$ cat src/rtl/cps2_sync_conditioner.sv
// rtl/cps2_sync_conditioner.sv - CPS2 sync deglitch, data alignment, line/frame measurement and lock FSM
//
// cps2_sync_filter: per-sync deglitcher.
//   clk_i, reset_i  clock / synchronous active-high reset
//   raw_i           raw active-low sync sample
//   filt_o          filtered sync (resets to 1)
//
// cps2_sync_conditioner: sits between the PCLK2x input latches and cps2_frontend.
//   PCLK2x_i, reset                 clock / synchronous active-high reset
//   R_i, G_i, B_i, F_i              latched pixel nibbles
//   HSYNC_i, VSYNC_i                latched raw syncs, active low
//   R_o, G_o, B_o, F_o              nibbles delayed by SYNC_FILT_LEN clocks
//   HSYNC_o, VSYNC_o                filtered syncs, same delay as the nibbles
//   hperiod_o                       clocks between the last two HSYNC falling edges
//   vlines_o                        HSYNC falling edges in the last complete frame
//   frame_strobe_o                  1-cycle pulse when vlines_o updates
//   sync_valid_o                    high while the lock FSM is in LOCKED (1 clock late)

module cps2_sync_filter #(
    parameter int LEN = 4
) (
    input  logic clk_i,
    input  logic reset_i,
    input  logic raw_i,
    output logic filt_o
);
    localparam logic [3:0] LAST = 4'(LEN - 1);

    logic       filt_q;
    logic [3:0] cnt_q;

    // cnt_q counts consecutive samples disagreeing with the filtered level;
    // the level flips on the LEN-th such sample.
    always_ff @(posedge clk_i) begin
        if (reset_i) begin
            filt_q <= 1'b1;
            cnt_q  <= '0;
        end else if (raw_i == filt_q) begin
            cnt_q <= '0;
        end else if (cnt_q == LAST) begin
            filt_q <= raw_i;
            cnt_q  <= '0;
        end else begin
            cnt_q <= cnt_q + 4'd1;
        end
    end

    assign filt_o = filt_q;
endmodule

module cps2_sync_conditioner #(
    parameter int SYNC_FILT_LEN = 4,
    parameter int HTOL          = 2,
    parameter int LOCK_LINES    = 16,
    parameter int HTIMEOUT      = 4000
) (
    input  logic        PCLK2x_i,
    input  logic        reset,
    input  logic [3:0]  R_i,
    input  logic [3:0]  G_i,
    input  logic [3:0]  B_i,
    input  logic [3:0]  F_i,
    input  logic        HSYNC_i,
    input  logic        VSYNC_i,
    output logic [3:0]  R_o,
    output logic [3:0]  G_o,
    output logic [3:0]  B_o,
    output logic [3:0]  F_o,
    output logic        HSYNC_o,
    output logic        VSYNC_o,
    output logic [11:0] hperiod_o,
    output logic [9:0]  vlines_o,
    output logic        frame_strobe_o,
    output logic        sync_valid_o
);
    localparam logic [11:0] HTOL_W    = 12'(HTOL);
    localparam logic [11:0] TMO_W     = 12'(HTIMEOUT);
    localparam logic [7:0]  LOCK_W    = 8'(LOCK_LINES);
    localparam logic [11:0] HCNT_MAX  = 12'hFFF;
    localparam logic [9:0]  LINE_MAX  = 10'h3FF;

    typedef enum logic [1:0] {ST_NOSYNC, ST_ACQUIRE, ST_LOCKED} state_t;

    state_t      state_q, state_d;
    logic [7:0]  match_q, match_d;
    logic [15:0] pipe_q [SYNC_FILT_LEN];
    logic        h_filt, v_filt, h_prev_q, v_prev_q;
    logic [11:0] h_cnt_q, hperiod_q, h_new, h_diff;
    logic [9:0]  line_cnt_q, vlines_q;
    logic        frame_seen_q, strobe_q, sync_valid_q;
    logic        h_edge, v_edge, timeout, h_take, in_tol;

    cps2_sync_filter #(.LEN(SYNC_FILT_LEN)) u_hfilt (
        .clk_i(PCLK2x_i), .reset_i(reset), .raw_i(HSYNC_i), .filt_o(h_filt)
    );
    cps2_sync_filter #(.LEN(SYNC_FILT_LEN)) u_vfilt (
        .clk_i(PCLK2x_i), .reset_i(reset), .raw_i(VSYNC_i), .filt_o(v_filt)
    );

    // Edge cycle = first cycle the filtered sync shows 0.
    assign h_edge  = h_prev_q & ~h_filt;
    assign v_edge  = v_prev_q & ~v_filt;
    assign timeout = (h_cnt_q == TMO_W);
    // A timeout swallows a coincident H edge entirely.
    assign h_take  = h_edge & ~timeout;
    assign h_new   = (h_cnt_q == HCNT_MAX) ? HCNT_MAX : h_cnt_q + 12'd1;
    assign h_diff  = (h_new >= hperiod_q) ? h_new - hperiod_q : hperiod_q - h_new;
    // hperiod 0 means no reference yet, so the first measured line is accepted.
    assign in_tol  = (hperiod_q == 12'd0) || (h_diff <= HTOL_W);

    always_comb begin
        state_d = state_q;
        match_d = match_q;
        if (timeout) begin
            state_d = ST_NOSYNC;
            match_d = '0;
        end else if (h_take) begin
            case (state_q)
                ST_NOSYNC: begin
                    state_d = ST_ACQUIRE;
                    match_d = '0;
                end
                ST_ACQUIRE: begin
                    if (in_tol) begin
                        match_d = match_q + 8'd1;
                        if (match_q + 8'd1 >= LOCK_W) state_d = ST_LOCKED;
                    end else begin
                        match_d = '0;
                    end
                end
                ST_LOCKED: begin
                    if (!in_tol) begin
                        state_d = ST_ACQUIRE;
                        match_d = '0;
                    end
                end
                default: begin
                    state_d = ST_NOSYNC;
                    match_d = '0;
                end
            endcase
        end
    end

    always_ff @(posedge PCLK2x_i) begin
        if (reset) begin
            state_q      <= ST_NOSYNC;
            match_q      <= '0;
            for (int i = 0; i < SYNC_FILT_LEN; i++) pipe_q[i] <= '0;
            h_prev_q     <= 1'b1;
            v_prev_q     <= 1'b1;
            h_cnt_q      <= '0;
            hperiod_q    <= '0;
            line_cnt_q   <= '0;
            vlines_q     <= '0;
            frame_seen_q <= 1'b0;
            strobe_q     <= 1'b0;
            sync_valid_q <= 1'b0;
        end else begin
            state_q  <= state_d;
            match_q  <= match_d;
            pipe_q[0] <= {R_i, G_i, B_i, F_i};
            for (int i = 1; i < SYNC_FILT_LEN; i++) pipe_q[i] <= pipe_q[i-1];
            h_prev_q <= h_filt;
            v_prev_q <= v_filt;

            if (h_take)                  h_cnt_q <= '0;
            else if (h_cnt_q != HCNT_MAX) h_cnt_q <= h_cnt_q + 12'd1;

            if (timeout)                                hperiod_q <= '0;
            else if (h_take && state_q != ST_NOSYNC)    hperiod_q <= h_new;

            // The H edge coincident with a V edge opens the new frame.
            if (v_edge) begin
                vlines_q     <= frame_seen_q ? line_cnt_q : 10'd0;
                frame_seen_q <= 1'b1;
                line_cnt_q   <= {9'd0, h_take};
            end else if (h_take && line_cnt_q != LINE_MAX) begin
                line_cnt_q <= line_cnt_q + 10'd1;
            end

            strobe_q     <= v_edge;
            sync_valid_q <= (state_q == ST_LOCKED);
        end
    end

    assign {R_o, G_o, B_o, F_o} = pipe_q[SYNC_FILT_LEN-1];
    assign HSYNC_o        = h_filt;
    assign VSYNC_o        = v_filt;
    assign hperiod_o      = hperiod_q;
    assign vlines_o       = vlines_q;
    assign frame_strobe_o = strobe_q;
    assign sync_valid_o   = sync_valid_q;
endmodule

$ cat config.mk
export PLATFORM = sky130hd
export DESIGN_NAME = cps2_sync_conditioner
export DESIGN_NICKNAME = d
export VERILOG_FILES = /design/src/rtl/cps2_sync_conditioner.sv
export SDC_FILE = /design/constraint.sdc
export NUM_CORES = 1
export LEC_CHECK = 0
export CAP_MARGIN = 40
export CORE_MARGIN = 1.5
export CORE_UTILIZATION = 45
export CTS_CLUSTER_DIAMETER = 40
export DETAILED_ROUTE_END_ITERATION = 16
export PLACE_DENSITY_LB_ADDON = 0.05
export SLEW_MARGIN = 20
export SYNTH_ARGS = -nofsm -noshare
export SYNTH_HDL_FRONTEND = slang
export SYNTH_SLANG_ARGS = --single-unit
$ cat constraint.sdc
create_clock -name PCLK2x_i -period 5.7 [get_ports PCLK2x_i]
set_input_delay 1.425 -clock PCLK2x_i [delete_from_list [all_inputs] [get_ports PCLK2x_i]]
set_output_delay 1.425 -clock PCLK2x_i [all_outputs]
set_load 0.01 [all_outputs]
==> out/metrics.cfg <==
[clock_tree]
path_clk_slew_ns = 0.06
cts-root-buf = clkbuf_16
clkSinkCount = 133
cts_setup_buffers = 0
holdBufCountCts = 0
insertion_delay_ns = 0.41
cts_resized = 0
clockBufferDepth = 2
cts_inserted_buffers = 17
h-tree-depth = 4
cts_tree = done

[outcome]
status = finished, final reports clean

[logic_synthesis]
yosys_warnings = 0
synthArstFlopShare = 0
syn_area_per_cell_um2 = 9.197
synth_area_mm2 = 0.005932
synth_top_cell_by_area = dfxtp_1
yosysUniqueCellTypes = 63
ys_seq_area_frac = 0.4489
synth_fp_nets = 696
synth.top_cell.area_share = 0.4489
syn_inst = 645
synth_enable_flop_cells = 0
ys.flop_type = dfxtp_1
synth_top_cells_by_area = dfxtp_1 (45%), nor2b_1 (7.6%), ha_1 (6.1%)
ys_seq_elements = 133

[sta]
setup_viol = 0
rsz0062_at_grt = false
skew_ns = 0.009108
setup_tns_ns = 0
max_slew_margin = 0.4768
hold_violations = 0
drv_slew = 0
final.min_clock_period_ns = 4.657
hold_ws_ns = 0.4309
period_share = 0.8169
tightest_slew_ns = 0.7776
max_freq_ghz = 0.2148

[power]
p_total_w = 0.002192
power.leakage_nw = 2.924
switchingPower_w = 0.0005173
power_density_mw_per_mm2 = 301.7
p_comb_frac = 0.089
ir_worst_vdd_v = 0.0002677
swShare = 0.2359
pwr-share-seq = 0.437
p_int_w = 0.001675
power_frac_clock = 0.475

[global_routing]
antenna_found_initial = 0
grt_pass1_vias = 4441
grt_max_degree = 81
grt_remaining_overflow = 0
grtUsageTotal = 0.1916
grt_pass1_wl_um = 21520

[routing]
dr_wl_met2_um = 6211
drc = 0
met3_wirelength_um = 497
drt_iter0_drc = 228
drt-pass1-iter-count = 4
wl_met1_um = 6021
vias = 4665
wl_per_cell_um = 14.50
ant_nets = 0
vias_per_cell = 5.242
drt_wl_total_um = 12910
highest_layer = met4

[setup_path]
critPathRequiredTime_ns = 6.04
critPathCaptureType = register
crit_start = h_cnt_q[0]
critical_path_class = register to register
worstPathArrival_ns = 5.00
path_max_fanout = 12
reg2reg_from = h_cnt_q[0]
critPathLaunchType = register

[floorplan]
ioPinCount = 62
num_rows = 41
start_util = 0.4663
dieArea_mm2 = 0.01388
fp.dieW_um = 117.8
die_h_um = 117.8
coreArea_mm2 = 0.01272

[layout]
drive_gt1_frac = 0.07939
layout.nets = 756
seqCellArea_mm2 = 0.002663
area_growth_pct = 22.48
stdcell_count = 890
stdcell_area_mm2 = 0.007266
antenna_cells = 0
multi_input_comb_area_mm2 = 0.002977
nFillCells = 1210

[hold_path]
worstHoldStart = pipe_q[1][0]
worstHoldPathType = register to register

[placed_design]
dp_hpwl_um = 9545
port-buffer-count = 61
gp_congestion = 0.8595
place_inst = 858
dpl-instance-area_mm2 = 0.006676

[job]
maxCapViolations = 0

[layer usage]
metal | vias up | track usage
met5 | - | 0
met4 | 0 | 0.07241
met3 | 15 | 0.04360
met2 | 96 | 0.3162
met1 | 2191 | 0.2444
li1 | 2363 | -
[critical path: stages (launching register included)]
cell and delay (ns):
dfxtp_1 0.33, ha_1 0.25, nand4_1 0.14, nor3_1 0.06, buf_4 0.17, nor2_1 0.39
inv_1 0.16, fa_1 0.48, a21o_1 0.22, a21oi_1 0.29, a31o_1 0.42, a221oi_1 0.19
or4b_1 0.55, o211ai_2 0.12, a41oi_4 0.18, a2111oi_0 0.46, o21bai_1 0.16
[cell usage after synthesis, types with 3 or more instances]
cell type and n:
o21ai_0 18, a2111o_1 3, nand2_1 28, nor3b_1 5, nor4_1 8, a22o_1 10, or2_2 7, nand2b_1 8
a211oi_1 19, and3_1 13, ha_1 29, inv_1 49, a21o_1 10, or3_1 6, nand4_1 9, xnor2_1 9
nor2b_1 72, nor3_1 9, mux2i_1 4, a2111oi_0 4, dfxtp_1 133, o22ai_1 3, nand3_1 15, o22ai_2 4
xor2_1 11, a21oi_1 26, nand3b_1 4, o31ai_1 3, clkbuf_1 18, nor2_1 57, a31oi_1 4, buf_2 3
o21bai_1 4
[per-stage QoR]
step                utilization  setup WS [ns]
global placement         0.5240          1.077
CTS                      0.5711          1.019
finish                   0.5711          1.043
floorplan                     -          1.590
global route             0.5711         0.6199
detailed placement       0.5248          1.047
[worst paths after layout]
path / slack, ns / cells past startpoint / to
max: 1.04 / 16 / match_q[2]
min: 0.43 / 1 / pipe_q[2][0]
max reg2reg: 1.04 / 16 / match_q[2]
min reg2reg: 0.43 / 1 / pipe_q[2][0]
[logic make-up (layout without fill, tap and decap cells)]
kind of cell	count (synthesis)	count (layout)	share of synthesized area
AND/OR/NAND/NOR	249	249	0.2282
AO/OA/AOI/OAI	133	133	0.1656
adder cells (fa/ha/maj)	31	31	0.06792
flip-flops	133	133	0.4488
buffers and inverters	74	147	0.04936
multiplexers	5	5	0.01055
XOR/XNOR	20	20	0.02953
[layout by cell type, fill, tap and decap left out, types with 4 or more instances in the layout]
cell / instances
nand3b_1: 4
and3_1: 13
a22o_1: 10
nor3b_1: 5
clkbuf_16: 17
nand3_1: 15
nor2b_1: 72
nor3_1: 9
nand2b_1: 8
or2_2: 7
ha_1: 29
a2111oi_0: 4
a211oi_1: 19
xnor2_1: 9
or3_1: 6
clkinv_4: 8
o21bai_1: 4
xor2_1: 11
a21oi_1: 26
mux2i_1: 4
inv_1: 49
nor2_1: 57
a31oi_1: 4
nand2_1: 28
nand4_1: 9
clkdlybuf4s50_1: 60
dfxtp_1: 133
o22ai_2: 4
o21ai_0: 18
a21o_1: 10
nor4_1: 8
[power groups by stage]
stage	Sequential [W]	Clock (W)	Combinational (W)
after detailed placement	0.000977	0	0.000193
after CTS	0.000957	0.00107	0.000195
after floorplan	0.000976	0	0.000143
final	0.000957	0.00104	0.000195
after global routing	0.000959	0.00111	0.000216
after global placement	0.000976	0	0.000194
[state kept, by name, indices dropped and copies added (netlist names), 2 cells and up]
signal	cells
pipe_q	64
h_cnt_q	12
hperiod_o	12
line_cnt_q	10
vlines_o	10
match_q	8
u_hfilt.cnt_q	4
u_vfilt.cnt_q	4
state_q	2
[layout make-up]
class                      instances  area share
clock buffer                      20     0.06423
clock inverter                    12     0.01688
tap                              172     0.02962
multi-input combinational        438      0.4097
inverter                          49     0.02531
sequential                       133      0.3665
timing repair buffer              66     0.08783
No activity file was read; power rests on OpenSTA's default activity.
